[src/rtl/switch_entry_ctrl_pkg.sv]
// Shared constants and types for the push-button immediate-load entry path.
// The ALU opcode set is shared with the sequencing FSM that drives the same command bus.
package switch_entry_ctrl_pkg;

  localparam int REG_COUNT = 16;

  localparam logic [7:0] OP_NOP  = 8'h00;
  localparam logic [7:0] OP_ADD  = 8'h10;
  localparam logic [7:0] OP_SUB  = 8'h20;
  localparam logic [7:0] OP_AND  = 8'h30;
  localparam logic [7:0] OP_OR   = 8'h40;
  localparam logic [7:0] OP_MOVI = 8'hD0;

  typedef enum logic [1:0] {
    SEL_DST = 2'd0,
    SEL_VAL = 2'd1,
    WRITE   = 2'd2
  } entry_state_t;

  function automatic logic [REG_COUNT-1:0] reg_onehot(input logic [3:0] idx);
    logic [REG_COUNT-1:0] v;
    v = '0;
    v[idx] = 1'b1;
    return v;
  endfunction

endpackage

[src/rtl/switch_entry_ctrl_btn_debounce.sv]
// Two-flop synchronizer plus stable-count debouncer for an active-low button.
// Emits a single-cycle press_pulse on each accepted released-to-pressed change.
module btn_debounce #(
  parameter int DEBOUNCE_CYCLES = 500000
) (
  input  logic clk,
  input  logic rst,
  input  logic btn_n,
  output logic press_pulse
);

  localparam int CW = $clog2(DEBOUNCE_CYCLES + 1);

  logic          sync_a;
  logic          sync_b;
  logic          level_n;
  logic [CW-1:0] count;

  always_ff @(posedge clk) begin
    if (!rst) begin
      sync_a      <= 1'b1;
      sync_b      <= 1'b1;
      level_n     <= 1'b1;
      count       <= '0;
      press_pulse <= 1'b0;
    end else begin
      sync_a      <= btn_n;
      sync_b      <= sync_a;
      press_pulse <= 1'b0;
      // Any cycle that agrees with the accepted level restarts the count.
      if (sync_b != level_n) begin
        if (count == CW'(DEBOUNCE_CYCLES - 1)) begin
          level_n     <= sync_b;
          count       <= '0;
          press_pulse <= ~sync_b;
        end else begin
          count <= count + 1'b1;
        end
      end else begin
        count <= '0;
      end
    end
  end

endmodule

[src/rtl/switch_entry_ctrl.sv]
// Two-press entry sequencer: first press picks the destination register, second
// press captures the immediate and issues one load-immediate write on the command bus.
//
// state   | meaning
// SEL_DST | waiting for the destination press (phase = 0)
// SEL_VAL | destination latched, waiting for the value press (phase = 1)
// WRITE   | single write cycle on regEn/muxA/muxBimm/Opcode
module switch_entry_ctrl
  import switch_entry_ctrl_pkg::*;
#(
  parameter int         DEBOUNCE_CYCLES = 500000,
  parameter logic [7:0] MOVI_OPCODE     = OP_MOVI
) (
  input  logic                 clk,
  input  logic                 rst,
  input  logic                 btn_n,
  input  logic [7:0]           sw,
  output logic [REG_COUNT-1:0] regEn,
  output logic [3:0]           muxA,
  output logic [3:0]           muxB,
  output logic                 muxBimm,
  output logic [7:0]           Opcode,
  output logic [7:0]           imm8,
  output logic [3:0]           dst,
  output logic                 phase,
  output logic                 wr_done
);

  entry_state_t state;
  logic         press_pulse;

  btn_debounce #(
    .DEBOUNCE_CYCLES(DEBOUNCE_CYCLES)
  ) u_debounce (
    .clk        (clk),
    .rst        (rst),
    .btn_n      (btn_n),
    .press_pulse(press_pulse)
  );

  always_ff @(posedge clk) begin
    if (!rst) begin
      state   <= SEL_DST;
      regEn   <= '0;
      muxA    <= '0;
      muxB    <= '0;
      muxBimm <= 1'b0;
      Opcode  <= '0;
      imm8    <= '0;
      dst     <= '0;
      phase   <= 1'b0;
      wr_done <= 1'b0;
    end else begin
      // Command bus is idle unless the transition below opens a write cycle.
      regEn   <= '0;
      muxA    <= '0;
      muxB    <= '0;
      muxBimm <= 1'b0;
      Opcode  <= '0;
      wr_done <= 1'b0;
      case (state)
        SEL_DST: begin
          if (press_pulse) begin
            dst   <= sw[3:0];
            phase <= 1'b1;
            state <= SEL_VAL;
          end
        end
        SEL_VAL: begin
          if (press_pulse) begin
            imm8    <= sw;
            regEn   <= reg_onehot(dst);
            muxA    <= dst;
            muxBimm <= 1'b1;
            Opcode  <= MOVI_OPCODE;
            wr_done <= 1'b1;
            state   <= WRITE;
          end
        end
        WRITE: begin
          phase <= 1'b0;
          state <= SEL_DST;
        end
        default: begin
          phase <= 1'b0;
          state <= SEL_DST;
        end
      endcase
    end
  end

endmodule

[config.mk]
export PLATFORM = sky130hd
export DESIGN_NAME = switch_entry_ctrl
export DESIGN_NICKNAME = d
export VERILOG_FILES = /design/src/rtl/switch_entry_ctrl_pkg.sv /design/src/rtl/switch_entry_ctrl_btn_debounce.sv /design/src/rtl/switch_entry_ctrl.sv
export SDC_FILE = /design/constraint.sdc
export NUM_CORES = 1
export LEC_CHECK = 0
export ABC_AREA = 1
export CORE_MARGIN = 2
export CORE_UTILIZATION = 51
export CTS_BUF_LIST = sky130_fd_sc_hd__clkbuf_8
export DETAILED_ROUTE_END_ITERATION = 16
export GPL_TIMING_DRIVEN = 1
export PLACE_DENSITY = 0.91
export SYNTH_ARGS = -nofsm -noshare
export SYNTH_HDL_FRONTEND = slang
export SYNTH_HIERARCHICAL = 1
export SYNTH_SLANG_ARGS = --single-unit
[constraint.sdc]
create_clock -name clk -period 4.3 [get_ports clk]
set_input_delay 0.86 -clock clk [delete_from_list [all_inputs] [get_ports clk]]
set_output_delay 0.86 -clock clk [all_outputs]
set_load 0.03 [all_outputs]
# Word-level counts from Yosys, hierarchy flattened
# Cells that the tools add are included.
# totals
out_inout_bits,47
register_bits,67
# classes
n_addsub,1
magnitude_cmp,2
muxes,9
n_eq_ne,5
n_bitwise,4
reduce_logical,11
# op_table
cell,n
adder 19 x 1 -> 19 bit (second input constant),1
equality test 19 bit (second input constant),1
AND reduction 2 bit,6
2-to-1 mux 8 bit,1
AND reduction 3 bit,2
< comparator 4 x 5 -> 1 bit (second input constant),1
demux 1 bit (select 4 bit),1
greater-or-equal comparator 4 x 1 -> 1 bit (second input constant),1
2-to-1 mux 2 bit,2
inequality test 2 x 1 -> 1 bit (second input constant),2
NOT 1 bit,4
case mux 2 bit (2 select lines),1
2-to-1 mux 1 bit,3
OR reduction 3 bit,1
equality test 2 x 1 -> 1 bit (second input constant),1
logical NOT 2 bit,1
case mux 1 bit (2 select lines),1
logical AND 1 bit,1
inequality test 1 bit,1

# Depth between registers and ports, before layout
# depth
word_depth,4
depth_mapped,9

# By module
# The synthesis kept the hierarchy.
# modules_own_cells
mod,seq_area_each_um2,area_each_um2,cells_per_inst,n_inst
switch_entry_ctrl,720.7,1316.3,165,1
btn_debounce,460.4,1184.9,167,1

# Worst setup path after synthesis
# No wires, ideal clock.
# synth_timing
path_type,register -> output
from,register Opcode[6] (netlist name)
to,output port Opcode[4]
arrival_ps,759
path_slack_ps,2681
t_required_ps,3440
stages_incl_launch_ff,2
n_path_buf,1
cell_sequence,dfxtp_1 buf_4
# synth_rtl
item,line_no,source
to (decl),switch_entry_ctrl.sv:22,"output logic [7:0] Opcode,"

# Final worst setup path
# layout_timing
from,register dst[1]
to,output port dst[1]
# layout_rtl
item,line_no,source
from (decl),switch_entry_ctrl.sv:24,"output logic [3:0] dst,"
from (signal assigned),switch_entry_ctrl.sv:64,dst <= sw[3:0];
# No word-level cell between the ends.

==> flow_summary.ini <==
[final_layout]
antenna_cells = 0
synthToLayoutAreaGrowth_pct = 27.3
multi_input_area_sq_um = 1040
regArea_sq_um = 1180
utilization = 0.674
drive_gt1_frac = 0.0956
fill_cells = 375
fin_nets = 394

[global_routing]
grt_use_total = 0.204
overflow = 0
grt_antenna_before_repair = 0
grt_pass1_vias = 2016
grt_pass1_wl_mm = 8.35
grt_max_degree = 19

[floorplan]
design.die.area_sq_um = 5480
core_sq_um = 4720
io_pins = 58
die_h_um = 74.0
die_width_um = 74.0
start_util = 0.530
rows = 25

[synthesis]
yosysTopAreaCellShare = 0.472
synth-adder-area-share = 0.00500
yosys.area_share.simple = 0.333
yosys_register_bits = 59
synth_compound_area_frac = 0.0255
yosys.area.top_type = dfxtp_1
ys_seq_area_frac = 0.472
synthDistinctLibCells = 29
synth_xor_area_frac = 0.0385
syn_area_per_cell_sq_um = 7.53
ys_top_cells_by_area = dfxtp_1, nor2_1, nand2_1
muxShareOfSynthArea = 0
synth_cells = 332
synth_warnings = 6
netlist_area_sq_um = 2500
synth_top_family_by_area = simple AND/OR/NAND/NOR gates

[setup_path]
critPathLaunchType = flip-flop
crit_buf_inv = 1
worstSetupPathType = flip-flop to primary output
critPathMaxFanout = 6
r2r_start = u_debounce/count[0]
crit_path_end_kind = primary output
path_cells = clkdlybuf4s50_1
r2r.worst_path.cells = 8
critPathSlowestCell = clkdlybuf4s50_1
path_delay_family = buffers and inverters
crit_required_ns = 3.44
cp.arrival_ns = 1.51
r2r-end = u_debounce/count[9]
max_stage_delay_ns = 0.73
r2r_setup_slack_ns = 2.76

[sta]
hold_viol = 0
skew_ns = 0.00542
rsz0062_at_grt = false
setup_ws_ns = 1.93
setup_viol = 0
fin_crit_ns = 2.37
slew_violations = 0
max_freq_mhz = 422
relSlewSlack = 0.606
period_share = 0.551
finalSetupTns_ns = 0
worstMarginPinSlew_ns = 0.589

[power]
p_leak_nw = 1.25
fin_total_pwr_mw = 1.14
power_density_nw_per_um2 = 359
irDropWorstVdd_mv = 0.247

[hold_path]
worstHoldPathCells = 2
holdCritStartpoint = u_debounce/sync_a
min_path_type = flip-flop to flip-flop
holdPathEnd = u_debounce/sync_b

[place]
post-place-ws_ns = 1.59
portBuffers = 48
gp_congestion = 0.829
hpwlAfterDp_mm = 3.71

[clock_network]
clk_latency_ns = 0.34
cts_resized = 0
clk_pin_slew_ns = 0.06
cts_sinks = 59
postCtsSetupBuffers = 0
cts_made_buffers = 9
clk_path_buf_depth = 2
cts.root.buffer_cell = clkbuf_8
htreeDepth = 3
postCtsHoldBufs = 0
cts_tree = done

[flow_run]
maxCapViolCount = 0

[drt]
firstDrtPassIters = 4
drc = 0
post_drt_wl_per_cell_um = 11.4
vias = 2103
avgViaCountPerCell = 4.63
routed_wirelength_mm = 5.16
detail-route-antenna-nets = 0
drt-initial-drc-count = 90

[outcome]
status = complete, no violations
placed cells by master (no fill, tap or decap), drive strengths merged:
cell,n
bufinv,2
clkbuf,11
dfxtp,59
conb,9
xor2,9
clkinvlp,1
nand2,69
or2,1
clkdlybuf4s50,48
a21oi,9
ha,1
clkinv,1
nand4,5
a21o,1
nor4,1
o21ai,2
inv,46
nand3,18
nor3,8
nor2,84
xnor2,2
cells in the mapped netlist:
cell type and count:
a21o_2 1, a21oi_1 9, buf_12 1, buf_2 2, buf_4 13, buf_6 1
conb_1 1, dfxtp_1 59, ha_1 1, inv_1 43, inv_2 1, inv_4 1
nand2_1 67, nand2_2 1, nand2_4 1, nand3_1 16, nand3_2 1, nand3_4 1
nand4_1 5, nor2_1 69, nor2_2 11, nor2_4 4, nor3_1 8, nor4_1 1
o21ai_0 1, o21ai_1 1, or2_1 1, xnor2_1 2, xor2_1 9
stage by stage:
step           std cells  hold slack, ns  area (sq um)
2_1_floorplan        340           0.380          2530
3_3_place_gp         438           0.393          2960
3_5_place_dp         438           0.393          2960
4_1_cts              454           0.415          3180
5_1_grt              454           0.446          3180
6_report             454           0.415          3180
per-layer routing:
| metal | wire length (um) | vias to the layer above | GRT usage |
|---|---|---|---|
| li1 | - | 1088 | - |
| met2 | 2690 | 56 | 0.365 |
| met5 | 0 | - | 0 |
| met1 | 2110 | 948 | 0.203 |
| met3 | 246 | 11 | 0.0732 |
| met4 | 116 | 0 | 0.115 |
worst max path at each step:
stage / start / to / depth (start not counted)
2_1_floorplan: Opcode[6] / Opcode[4] / 1
3_3_place_gp: rst / u_debounce/count[9] / 6
3_5_place_dp: rst / u_debounce/count[9] / 6
4_1_cts: dst[1] / dst[1] / 1
5_1_grt: rst / u_debounce/count[9] / 6
6_report: dst[1] / dst[1] / 1
where the power goes:
group / internal [mW] / switching (mW)
Clock: 0.354 / 0.209
Sequential: 0.548 / 0.000767
Combinational: 0.0101 / 0.0196
registers in the layout (all words and copies together), names as in the netlist, 2 cells and up:
register,cells
imm8,8
state,2
dst,4
regEn,16
muxA,4
u_debounce/count,19
final cells by class:
class                           count  share of cell area
Inverter                           45              0.0538
Clock inverter                      5              0.0240
Sequential cell                    59               0.371
Tap cell                           67              0.0263
Clock buffer                       11              0.0475
Timing Repair Buffer               48               0.151
Multi-Input combinational cell    219               0.327
cell families after synthesis:
family                     Yosys count
and+or+nand+nor                    186
buffers and inverters               62
DFF                                 59
AOI/OAI and AO/OA                   12
xor gates and xnor gates            11
adders and majority gates            1
other                                1
No activity file was read; power rests on OpenSTA's default activity.
